[config.mk]
export PLATFORM = sky130hd
export DESIGN_NAME = time_reference_mc
export DESIGN_NICKNAME = d
export VERILOG_FILES = /design/src/rtl/time_ref_pkg.sv /design/src/rtl/ts_capture_ch.sv /design/src/rtl/time_reference_mc.sv
export SDC_FILE = /design/constraint.sdc
export NUM_CORES = 1
export LEC_CHECK = 0
export CAP_MARGIN = 25
export CELL_PAD_IN_SITES_DETAIL_PLACEMENT = 0
export CELL_PAD_IN_SITES_GLOBAL_PLACEMENT = 2
export CORE_ASPECT_RATIO = 0.6
export CORE_MARGIN = 2
export CORE_UTILIZATION = 34
export CTS_BUF_LIST = sky130_fd_sc_hd__clkbuf_8
export CTS_CLUSTER_DIAMETER = 40
export DETAILED_ROUTE_END_ITERATION = 12
export GPL_TIMING_DRIVEN = 0
export PLACE_DENSITY = 0.95
export SLEW_MARGIN = 20
export SYNTH_ARGS = -nofsm -noshare
export SYNTH_HDL_FRONTEND = slang
export SYNTH_SLANG_ARGS = --single-unit
[constraint.sdc]
create_clock -name clk -period 10.4 [get_ports clk]
set_clock_uncertainty 0.2 [all_clocks]
set_input_delay 2.08 -clock clk [delete_from_list [all_inputs] [get_ports clk]]
set_output_delay 2.08 -clock clk [all_outputs]
set_load 0.005 [all_outputs]
[src/rtl/time_ref_pkg.sv]
`default_nettype none
// ============================================================================
// Module   : time_ref_pkg
// Brief    : Shared types and helpers for the common time base.
// Revision : 1.0 - initial release
// ============================================================================
package time_ref_pkg;

    typedef enum logic [1:0] {
        IDLE     = 2'd0,
        ACQUIRE  = 2'd1,
        LOCKED   = 2'd2,
        HOLDOVER = 2'd3
    } lock_state_e;

    localparam int c_ts_w_default = 64;

    // The watchdog has to hold SYNC_TIMEOUT-1 without overflowing.
    function automatic int wdog_width(input int timeout);
        return $clog2(timeout + 1);
    endfunction

endpackage
`default_nettype wire

[src/rtl/ts_capture_ch.sv]
`default_nettype none
// ============================================================================
// Module   : ts_capture_ch
// Brief    : One timestamp capture channel with valid/ready and overrun flag.
// Revision : 1.0 - initial release
// ============================================================================
module ts_capture_ch #(
    parameter int TS_W = 64
) (
    input  logic            clk,
    input  logic            rst_n,
    input  logic            ev_strobe,
    input  logic            ts_ready,
    input  logic [TS_W-1:0] t_now,
    input  logic            overrun_clr,
    output logic            ts_valid,
    output logic [TS_W-1:0] ts_data,
    output logic            ts_overrun
);

    logic            r_valid;
    logic [TS_W-1:0] r_data;
    logic            r_overrun;
    logic            w_accept;

    // A full register frees up in the same cycle the consumer takes it.
    assign w_accept = ~r_valid | ts_ready;

    always_ff @(posedge clk or negedge rst_n) begin
        if (!rst_n) begin
            r_valid   <= 1'b0;
            r_data    <= '0;
            r_overrun <= 1'b0;
        end else begin
            if (ev_strobe) begin
                if (w_accept) begin
                    r_data  <= t_now;
                    r_valid <= 1'b1;
                end
            end else if (r_valid && ts_ready) begin
                r_valid <= 1'b0;
            end

            if (ev_strobe && !w_accept) begin
                r_overrun <= 1'b1;
            end else if (overrun_clr) begin
                r_overrun <= 1'b0;
            end
        end
    end

    assign ts_valid   = r_valid;
    assign ts_data    = r_data;
    assign ts_overrun = r_overrun;

endmodule
`default_nettype wire

[src/rtl/time_reference_mc.sv]
`default_nettype none
// ============================================================================
// Module   : time_reference_mc
// Brief    : Common time base with sync/prescaled counting, lock watchdog and
//            per-sensor capture. Define TIME_REF_SYNC_STAGES_EN to insert a
//            two-flop synchroniser on sync_signal.
// Revision : 1.0 - initial release
// ============================================================================
module time_reference_mc
    import time_ref_pkg::*;
#(
    parameter int TS_W         = c_ts_w_default,
    parameter int NUM_CH       = 4,
    parameter int PRESC_W      = 8,
    parameter int SYNC_TIMEOUT = 1000
) (
    input  logic                   clk,
    input  logic                   rst_n,
    input  logic                   enable,
    input  logic                   mode,
    input  logic [PRESC_W-1:0]     presc_div,
    input  logic                   sync_signal,
    input  logic                   load_en,
    input  logic [TS_W-1:0]        load_value,
    output logic [TS_W-1:0]        t_common,
    output logic                   t_wrap,
    output logic [1:0]             lock_state,
    input  logic [NUM_CH-1:0]      ev_strobe,
    output logic [NUM_CH-1:0]      ts_valid,
    input  logic [NUM_CH-1:0]      ts_ready,
    output logic [NUM_CH*TS_W-1:0] ts_data,
    output logic [NUM_CH-1:0]      ts_overrun,
    input  logic                   overrun_clr
);

    localparam int c_wd_w = wdog_width(SYNC_TIMEOUT);

    logic               w_sync_in;
    logic               r_sync_q;
    logic               w_sync_edge;
    logic               w_tick;
    logic [PRESC_W-1:0] r_pcnt;
    logic [TS_W-1:0]    r_t_common;
    logic               r_t_wrap;
    lock_state_e        r_state;
    lock_state_e        w_state_next;
    logic [c_wd_w-1:0]  r_wdog;
    logic [c_wd_w-1:0]  w_wdog_next;

`ifdef TIME_REF_SYNC_STAGES_EN
    logic r_sync_meta;
    logic r_sync_s;

    always_ff @(posedge clk or negedge rst_n) begin
        if (!rst_n) begin
            r_sync_meta <= 1'b0;
            r_sync_s    <= 1'b0;
        end else begin
            r_sync_meta <= sync_signal;
            r_sync_s    <= r_sync_meta;
        end
    end

    assign w_sync_in = r_sync_s;
`else
    assign w_sync_in = sync_signal;
`endif

    assign w_sync_edge = w_sync_in & ~r_sync_q;
    assign w_tick      = mode ? (r_pcnt == presc_div) : w_sync_edge;

    always_ff @(posedge clk or negedge rst_n) begin
        if (!rst_n) begin
            r_sync_q   <= 1'b0;
            r_pcnt     <= '0;
            r_t_common <= '0;
            r_t_wrap   <= 1'b0;
        end else begin
            r_sync_q <= w_sync_in;
            r_t_wrap <= 1'b0;

            if (load_en || !mode || r_state == IDLE || w_tick) begin
                r_pcnt <= '0;
            end else begin
                r_pcnt <= r_pcnt + PRESC_W'(1);
            end

            // Load has priority over counting so PPS discipline is exact.
            if (load_en) begin
                r_t_common <= load_value;
            end else if (w_tick && r_state != IDLE) begin
                r_t_common <= r_t_common + TS_W'(1);
                r_t_wrap   <= &r_t_common;
            end
        end
    end

    always_ff @(posedge clk or negedge rst_n) begin
        if (!rst_n) begin
            r_state <= IDLE;
            r_wdog  <= '0;
        end else begin
            r_state <= w_state_next;
            r_wdog  <= w_wdog_next;
        end
    end

    always_comb begin
        w_state_next = r_state;
        w_wdog_next  = '0;
        if (enable) begin
            unique case (r_state)
                IDLE:     w_state_next = ACQUIRE;
                ACQUIRE:  if (w_sync_edge) w_state_next = LOCKED;
                LOCKED: begin
                    if (!w_sync_edge) begin
                        if (r_wdog == c_wd_w'(SYNC_TIMEOUT - 1)) begin
                            w_state_next = HOLDOVER;
                        end else begin
                            w_wdog_next = r_wdog + c_wd_w'(1);
                        end
                    end
                end
                HOLDOVER: if (w_sync_edge) w_state_next = LOCKED;
                default:  w_state_next = IDLE;
            endcase
        end else begin
            w_state_next = IDLE;
        end
    end

    generate
        for (genvar gi = 0; gi < NUM_CH; gi++) begin : g_ch
            ts_capture_ch #(
                .TS_W (TS_W)
            ) u_ch (
                .clk         (clk),
                .rst_n       (rst_n),
                .ev_strobe   (ev_strobe[gi]),
                .ts_ready    (ts_ready[gi]),
                .t_now       (r_t_common),
                .overrun_clr (overrun_clr),
                .ts_valid    (ts_valid[gi]),
                .ts_data     (ts_data[gi*TS_W +: TS_W]),
                .ts_overrun  (ts_overrun[gi])
            );
        end
    endgenerate

    assign t_common   = r_t_common;
    assign t_wrap     = r_t_wrap;
    assign lock_state = r_state;

endmodule
`default_nettype wire

## Yosys cells after proc, flatten, opt, wreduce, memory -nomap -nowiden

Index checks and enable logic that the tools add are counted.

| storage, ports and cells | value |
|---|---|
| flip-flop bits (word level) | 350 |
| bits in latches | 0 |
| memory bits (writable) | 0 |
| memory bits (read-only) | 0 |
| input bits | 87 |
| memories | 0 |

| operators by class | value |
|---|---|
| $add $sub $neg | 3 |
| multipliers | 0 |
| divide/modulo/power cells | 0 |
| $lt $le $gt $ge | 0 |
| equal/unequal tests | 12 |
| shift operators | 0 |
| mux-type cells | 32 |
| bitwise operators | 10 |
| reduce and logical (&&, ||, !) cells | 39 |

Operators by type and width:

| kind | count |
|---|---|
| two-way mux 64 bit | 2 |
| adder 64 x 1 -> 64 bit (second input constant) | 1 |
| AND reduction 64 bit | 1 |
| two-way mux 10 bit | 4 |
| two-way mux 1 bit | 20 |
| nonzero test 2 bit | 10 |
| AND reduction 2 bit | 8 |
| adder 10 x 1 -> 10 bit (second input constant) | 1 |
| == test 10 bit (second input constant) | 1 |
| logical AND 1 bit | 9 |
| adder 8 x 1 -> 8 bit (second input constant) | 1 |
| == test 8 bit | 1 |
| two-way mux 2 bit | 4 |
| two-way mux 8 bit | 1 |
| inequality test 2 x 1 -> 1 bit (second input constant) | 4 |
| inequality test 3 bit (second input constant) | 2 |
| one-hot mux 2 bit (3 select lines) | 1 |
| logical NOT 1 bit | 5 |
| inverter 1 bit | 5 |
| == test 2 bit (second input constant) | 2 |
| OR 1 bit | 4 |
| logical OR 1 bit | 3 |
| inequality test 3 x 2 -> 1 bit (second input constant) | 1 |
| AND reduction 3 bit | 1 |
| other kinds (4) | 4 |

## Depth between registers and ports, before layout

Gate-level depths: netlist (run 1).

| logic depth | value |
|---|---|
| word-level depth | 6 |
| depth in mapped cells | 10 |

## Modules after synthesis

From an unflattened synthesis (run 1), not the netlist that was laid out.

| second synthesis, totals | value |
|---|---|
| cell total of the unflattened synthesis | 1,093 |
| area total of the unflattened synthesis | 15,732.6 µm² |

By module, submodules not included:

| module | instances | cells an instance | area an instance (µm²) |
|---|---|---|---|
| ts_capture_ch | 4 | 142 | 2,707.6 |
| time_reference_mc | 1 | 525 | 4,902.2 |

## Least setup slack after synthesis (run 1)

Ideal clock, no wire load.

| timing | value |
|---|---|
| path kind | input -> register |
| start point | input presc_div[7] |
| end point | register r_t_common[60] (netlist: t_common[60]) |
| arrival | 3,710 ps |
| data required time | 10,076 ps |
| slack | 6,366 ps |
| stages on the path | 7 |
| path through | xnor2_1 > nand4_1 > o21a_1 > or4_4 > buf_6 > o311a_1 > a211o_1 |

| on the way | value |
|---|---|
| word-level cells in the longest chain between the ends | 4 |

RTL lines:

| element | RTL line | RTL |
|---|---|---|
| start: declaration | time_reference_mc.sv:21 | `input logic [PRESC_W-1:0] presc_div,` |
| == test 8 bit | time_reference_mc.sv:70 | `assign w_tick = mode ? (r_pcnt == presc_div) : w_sync_edge;` |
| two-way mux 1 bit | time_reference_mc.sv:70 |  |
| logical AND 1 bit | time_reference_mc.sv:91 | `end else if (w_tick && r_state != IDLE) begin` |
| nonzero test 2 bit (no source line) | n/a |  |
| end signal: assignment | time_reference_mc.sv:90 | `r_t_common <= load_value;` |
| end signal: assignment | time_reference_mc.sv:92 | `r_t_common <= r_t_common + TS_W'(1);` |
| end: declaration | time_reference_mc.sv:43 | `logic [TS_W-1:0] r_t_common;` |

Every way passes these cells.
A chain may end at the register's enable or synchronous reset.

## Worst setup path in the final report (run 1)

| timing | value |
|---|---|
| start point | input sync_signal |
| end point | register r_t_common[36] (netlist: t_common[36]) |

| on the way | value |
|---|---|
| word-level cells in the longest chain between the ends | 4 |

RTL lines:

| element | RTL line | RTL |
|---|---|---|
| start: declaration | time_reference_mc.sv:22 | `input logic sync_signal,` |
| AND 1 bit | time_reference_mc.sv:69 | `assign w_sync_edge = w_sync_in & ~r_sync_q;` |
| two-way mux 1 bit | time_reference_mc.sv:70 |  |
| logical AND 1 bit | time_reference_mc.sv:91 |  |
| nonzero test 2 bit (no source line) | n/a |  |

Every way passes these cells.

==> results of run 1 <==
-- where the power goes --
| group | internal, W | switching, W |
|---|---|---|
| Clock | 0.000628 | 0.000562 |
| Combinational | 0.000544 | 0.000343 |
| Sequential | 0.00157 | 0.000143 |
-- flip-flops by register name, summed over array words and instances, names as in the netlist --
name	cells
g_ch.u_ch.ts_data	256
t_wrap	1
g_ch.u_ch.ts_valid	4
r_wdog	10
t_common	64
r_pcnt	8
r_sync_q	1
lock_state	2
g_ch.u_ch.ts_overrun	4
-- layout by cell type (no fill, tap or decap), drive strengths merged, types with 4 or more instances in the layout --
cell type and instances:
and2 5, or4 8, dfrtp 350, nor3b 4
a22oi 4, clkbuf 151, o211ai 11, diode 9
mux2 218, buf 24, nor3 20, a21oi 5
a211o 9, nand3 29, o311ai 7, nor4b 5
nor4 32, nand4 29, and4 6, clkdlybuf4s50 416
nor2 41, or2 4, o22ai 6, clkinv 5
xor2 11, inv 43, and3 15, xnor2 48
nand2 132, o21ai 78, nand2b 6
-- kinds of logic (layout without fill, tap and decap cells) --
family	after synthesis	count (layout)	synth area share, %
DFF	350	350	58.9
muxes	219	219	16.6
adders and majority gates	3	3	0.252
and+or+nand+nor	347	347	11.8
xor gates and xnor gates	59	59	3.48
other	0	9	0
buffers and inverters	124	642	3.56
AOI/OAI and AO/OA	132	132	5.41
-- through the flow --
stage	cells	hold WS, ns	cell area [µm²]	setup slack (ns)	TNS, ns
5_1_grt	2336	0.285	21000	5.61	0
4_1_cts	2331	0.258	21000	5.91	0
6_report	2340	0.253	21000	5.85	0
2_1_floorplan	1234	0.225	14900	6.37	0
3_5_place_dp	2234	0.250	19900	5.24	0
3_3_place_gp	2230	0.240	19800	-8.32	-2893.58
-- worst max-delay path by stage --
stage,start,endpoint,slack (ns)
after floorplan,presc_div[7],t_common[60],6.37
after CTS,presc_div[0],t_common[56],5.91
final,sync_signal,t_common[36],5.85
after global placement,rst_n,g_ch[0].u_ch.ts_data[28],-8.32
after global routing,sync_signal,t_common[56],5.61
after detailed placement,sync_signal,t_common[36],5.24
-- area by class of cell --
type / count / area (µm²)
Antenna cell: 9 / 22.5
Buffer: 100 / 444
Clock buffer: 70 / 963
Clock inverter: 27 / 150
Fill cell: 3916 / 22200
Inverter: 24 / 90.1
Multi-Input combinational cell: 760 / 5590
Sequential cell: 350 / 8760
Tap cell: 579 / 724
Timing Repair Buffer: 421 / 4290
-- metal layers --
| layer | wire length (µm) | vias up | share of wire (%) |
|---|---|---|---|
| li1 | - | 5326 | - |
| met1 | 24100 | 6173 | 46 |
| met2 | 23000 | 441 | 44 |
| met3 | 4040 | 104 | 7.7 |
| met4 | 1670 | 2 | 3.2 |
| met5 | 13 | - | 0.025 |
-- critical path, cell delays in order --
cell and delay (ns):
clkdlybuf4s50_1 0.48, nor2b_1 0.31, o22ai_1 0.26, clkbuf_1 0.36
clkbuf_1 0.35, nor4b_1 0.66, xnor2_1 0.20, o21ai_0 0.09
==> qor.yml, run 1 <==
routing:
  firstDrtPassIters: 5
  final_ant_viol_nets: 0
  wl_per_cell_um: 22.6
  detail_route.drc_violations: 0
  drt-total-wl_um: 52800
  num_vias: 12000
  initialDrtViolationCount: 847
  via_per_inst: 5.15
timing:
  relSlewSlack_pct: 32.1
  unrepaired_setup_endpoints_after_global_routing: "no"
  maxClockFrequency_mhz: 220
  worst_pin_slew_ns: 1.01
  hold_viol: 0
  slew_violations: 0
  setup_viol_count_final: 0
  period_share_pct: 43.8
  period_minus_slack_ns: 4.55
synth:
  synthArstFlopShare_pct: 100
  yosys.cell_count.top_type: "dfrtp_1"
  synth.yosys.seq_area_share_pct: 58.9
  post_synth_most_frequent_cells: "350 x dfrtp_1, 218 x mux2_2, 132 x nand2_1"
  syn_avg_cell_area_um2: 12.0
  mappedNetlistArea_um2: 14900
  ys_types: 55
  synthesis.yosys.warnings: 0
  number_of_storage_elements_in_the_synthesis_netlist: 350
  synth_cells: 1234
  post-synth-top-area-fraction_pct: 58.9
  ys_top_cells_by_area: "dfrtp_1 59%, mux2_2 17%, nand2_1 3.3%"
  yosysTopAreaCell: "dfrtp_1"
  synth_edf_count: 0
  synth_nets: 1324
  synth_top_flop_cell: "dfrtp_1"
floorplanning:
  num_io_pins: 418
  die_height_um: 166
  core_um2: 43300
  initial_util_pct: 34.4
  row_count: 59
  fp.dieArea_um2: 45500
  die-width_um: 274
clock_tree:
  clock_tree.htree_level_count: 2
  cts.clk_slew.worst_paths_ns: 0.06
  cts_hold_buf: 0
  cts_tree: "yes"
  clk_latency_ns: 0.62
  cts_resized: 0
  post_cts_buffers: 0
  cts.sinks: 350
  clock_tree.buffer_depth: 3
  cts_buffers: 56
  cts_root_buf: "clkbuf_8"
cells_and_area:
  drive_above_1_share_pct: 19.2
  finish.utilization_pct: 48.6
  areaGrowthSynthToFinish_pct: 41.4
  finish.net_count: 1803
min_path:
  whs_path_depth: 1
  holdPathEnd: "r_wdog[0]"
  timing.hold.worst.class: "reg -> reg"
  worstHoldStart: "r_wdog[0]"
global_routing:
  globalRouteMet3Util_pct: 6.39
  antenna_found_initial: 8
  grt_max_degree: 94
  grt_pass1_wl_um: 78900
  track_usage_pct: 23.0
  overflow: 0
  global_routing_s_busiest_layer: "met2"
  globalRouteMet2Util_pct: 33.8
  first_global_vias: 12200
  globalRouteMet1Util_pct: 32.4
worst_setup_path:
  start_kind: "input port"
  path_class: "in -> reg"
  cp.arrival_ns: 4.80
  worst_r2r_endpoint: "t_common[60]"
  cp.required_ns: 10.65
  worstPathMaxFanout: 10
  worst_setup_path_end_kind: "flop"
  critical_path.reg2reg.startpoint: "t_common[0]"
  reg2reg_setup_slack_ns: 6.53
  rr_worst_depth: 10
power_and_ir_drop:
  cellPowerDensity_nw_per_um2: 180
  leakage_nw: 8.71
  vdd.ir_drop.worst_mv: 0.118
  design_power_total_w: 0.00379
status:
  outcome: "finished, final reports clean"
placed_design:
  portBuffers: 417
  hpwlAfterDp_um: 39100
  finalWeightedCongestion: 0.865
run:
  drv_cap: 0
Power figures use the tool's default switching activity.
==> run 2, diff against run 1 <==
--- a/config.mk
+++ b/config.mk
@@ -10,12 +10,12 @@
 export CELL_PAD_IN_SITES_GLOBAL_PLACEMENT = 2
 export CORE_ASPECT_RATIO = 0.6
 export CORE_MARGIN = 2
-export CORE_UTILIZATION = 34
+export CORE_UTILIZATION = 32
 export CTS_BUF_LIST = sky130_fd_sc_hd__clkbuf_8
 export CTS_CLUSTER_DIAMETER = 40
 export DETAILED_ROUTE_END_ITERATION = 12
 export GPL_TIMING_DRIVEN = 0
-export PLACE_DENSITY = 0.95
+export PLACE_DENSITY = 0.92
 export SLEW_MARGIN = 20
 export SYNTH_ARGS = -nofsm -noshare
 export SYNTH_HDL_FRONTEND = slang
==> constraint.sdc (replaced) <==
create_clock -name clk -period 4.3 [get_ports clk]
set_clock_uncertainty 0.2 [all_clocks]
set_input_delay 0.86 -clock clk [delete_from_list [all_inputs] [get_ports clk]]
set_output_delay 0.86 -clock clk [all_outputs]
set_load 0.005 [all_outputs]
==> run 2 against run 1 <==
Net effect: die area grew 6.1%; count of clock-buffer cells in the layout is 2 lower; first-iteration DRC count fell by 16%; global-route usage shrank 1.2 points; combinational power up 140%; hold slack improved by 0.012 ns; clock power up 140%; final area up 0.28%; critical path depth rose by 2; largest power group unchanged; sequential share of layout area decreased by 0.12 points; sequential cell count is the same.
==> qor.yml, run 2 (synthesis results as in run 1) <==
timing:
  unrepaired_setup_endpoints_after_global_routing: "no"  # unchanged
  maxClockFrequency_mhz: 253
  period_share_pct: 91.8
  relSlewSlack_pct: 33.0  # was 32.1%
  slew_violations: 0  # unchanged
  setup_viol_count_final: 0  # unchanged
  hold_viol: 0  # unchanged
  period_minus_slack_ns: 3.95
  worst_pin_slew_ns: 1.01  # about the same
cells_and_area:
  drive_above_1_share_pct: 19.3  # was 19.2%
  areaGrowthSynthToFinish_pct: 41.8  # was 41.4%
  most_frequent_cells_in_the_layout: "416 x clkdlybuf4s50_1, 350 x dfrtp_1, 218 x mux2_2"  # unchanged
  instances_no_fill: 2396  # was 2340
  largest_register_ffs: 256  # unchanged
  finish.net_count: 1804  # was 1803
  finalInstanceArea_um2: 21100  # was 21000 µm²
  filler_cell_count: 4309  # was 3916
  layout_commonest_cell: "clkdlybuf4s50_1"  # unchanged
power_and_ir_drop:
  vdd.ir_drop.worst_mv: 0.259  # was 0.118 mV
  sequentialPowerShare_pct: 45.1  # about the same
  power.switching_fraction_pct: 27.9  # was 27.7%
  design_power_total_w: 0.00915  # was 0.00379 W
  p_switching_w: 0.00255  # was 0.00105 W
  power.internal_w: 0.00660  # was 0.00274 W
  cellPowerDensity_nw_per_um2: 434  # was 180 nW/µm²
  comb_power_share_pct: 23.5  # was 23.4%
  leakage_nw: 8.71  # about the same
  p_clk_share_pct: 31.4  # about the same
run:
  drv_cap: 0  # unchanged
routing:
  num_vias: 11900  # was 12000
  initialDrtViolationCount: 708  # was 847
  wl_per_cell_um: 22.3  # was 22.6 µm
  detail_route.drc_violations: 0  # unchanged
  drt-total-wl_um: 53400  # was 52800 µm
  final_ant_viol_nets: 0  # unchanged
  firstDrtPassIters: 5  # unchanged
  via_per_inst: 4.98  # was 5.15
clock_tree:
  clock_tree.buffer_depth: 3  # unchanged
  cts_buffers: 57  # was 56
  cts_root_buf: "clkbuf_8"  # unchanged
  cts.sinks: 350  # unchanged
  cts_tree: "yes"  # unchanged
  cts.clk_slew.worst_paths_ns: 0.06  # about the same
  clock_tree.htree_level_count: 2  # unchanged
  clk_latency_ns: 0.61  # was 0.62 ns
floorplanning:
  initial_util_pct: 32.3  # was 34.4%
  core_um2: 46100  # was 43300 µm²
  die-width_um: 282  # was 274 µm
  fp.dieArea_um2: 48300  # was 45500 µm²
  row_count: 61  # was 59
  die_height_um: 171  # was 166 µm
  num_io_pins: 418  # unchanged
worst_setup_path:
  cpMaxStageDelayCell: "dfrtp_1"  # was nor4b_1
  critical_path.n_buffers_inverters: 3  # unchanged
  cp.arrival_ns: 4.21  # was 4.80 ns
  crit_path_max_delay_family: "simple AND/OR/NAND/NOR gates"  # was buffers and inverters
  worst_setup_path_end_kind: "flop"  # unchanged
  start_kind: "flop"  # was input port
  slowest_delay_ns: 0.63  # was 0.66 ns
  crit_path_cell_trace: "ha_1 -> nand4_1 -> or4_1 -> buf_2 -> or4_4 -> buf_6 -> or4_4 -> buf_6 -> o211ai_1 -> or3b_1"  # was clkdlybuf4s50_1 -> nor2b_1 -> o22ai_1 -> clkbuf_1 -> clkbuf_1 -> nor4b_1 -> xnor2_1 -> o21ai_0
  path_class: "reg -> reg"  # was in -> reg
  worstPathMaxFanout: 10  # unchanged
  cp.required_ns: 4.57  # was 10.65 ns
placed_design:
  portBuffers: 417  # unchanged
  placed_cells_incl_taps: 2284  # was 2234
  finalWeightedCongestion: 0.815  # was 0.865
  place_area_um2: 19900  # about the same
  hpwlAfterDp_um: 39400  # was 39100 µm
global_routing:
  overflow: 0  # unchanged
  grt_pass1_wl_um: 78100  # was 78900 µm
  first_global_vias: 11900  # was 12200
  grt_max_degree: 100  # was 94
  antenna_found_initial: 10  # was 8
  track_usage_pct: 21.8  # was 23.0%
status:
  outcome: "finished, final reports clean"  # unchanged
min_path:
  timing.hold.worst.class: "reg -> reg"  # unchanged
[run 2: cell type report]
| class | count | area [µm²] | area share [%] |
|---|---|---|---|
| diodes | 11 | 27.5 | 0.131 |
| plain buffers | 100 | 444 | 2.11 |
| clock buffers | 68 | 936 | 4.44 |
| clock inverters | 32 | 185 | 0.878 |
| inverters | 24 | 90.1 | 0.427 |
| multi-input cells | 760 | 5590 | 26.5 |
| flip-flops and latches | 350 | 8760 | 41.5 |
| well taps | 630 | 788 | 3.74 |
| repair buffers | 421 | 4270 | 20.3 |
[run 2: routing by layer]
| metal | wire (µm) | track usage [%] | up-vias |
|---|---|---|---|
| li1 | - | - | 5339 |
| met1 | 24000 | 30.2 | 6042 |
| met2 | 23500 | 33.0 | 453 |
| met3 | 4510 | 6.24 | 103 |
| met4 | 1460 | 6.83 | 2 |
| met5 | 16 | 0 | - |
[run 2: stage by stage]
step,hold WS [ns],worst slack [ns],util (%),TNS [ns]
finish,0.265,0.351,45.7,0
global placement,0.241,-13.18,43.0,-4589.36
global route,0.282,0.250,45.7,0
CTS,0.269,0.391,45.7,0
floorplan,0.225,0.920,-,0
detailed placement,0.260,0.363,43.2,0
[run 2: path summary, 6_finish.rpt]
check | start | end | slack (ns) | cells past startpoint
min reg2reg | r_wdog[0] | r_wdog[0] | 0.26 | 1
min in group asynchronous | rst_n | g_ch[1].u_ch.ts_data[43] | 0.58 | 2
max | t_common[1] | t_common[48] | 0.35 | 10
max reg2reg | t_common[1] | t_common[48] | 0.35 | 10
max in group asynchronous | rst_n | g_ch[1].u_ch.ts_data[41] | 1.92 | 4
min | r_wdog[0] | r_wdog[0] | 0.26 | 1
[run 2: timing repair]
| item | in CTS | in global routing |
|---|---|---|
| gates resized for setup | 0 | 0 |
| setup endpoints to repair | 0 | 0 |
| setup buffers | 0 | 0 |
| hold buffers | 1 | 0 |
| endpoints found under the hold margin | 62 | 0 |
[run 2: power by group through the flow]
stage	logic (W)	clock network [W]	registers, W
finish	0.00215	0.00287	0.00413
global route	0.00231	0.00312	0.00419
CTS	0.00218	0.00297	0.00413
detailed placement	0.00217	0	0.00418
global placement	0.00212	0	0.00417
floorplan	0.000670	0	0.00415
[run 2: worst register-to-register path: cells and delay by family, from the launching register on]
family | cells | cell delay (ns)
AND/OR/NAND/NOR | 5 | 2.04
flip-flops | 1 | 0.63
adder cells (fa/ha/maj) | 1 | 0.29
buffers and inverters | 3 | 0.51
AO/OA/AOI/OAI | 1 | 0.16
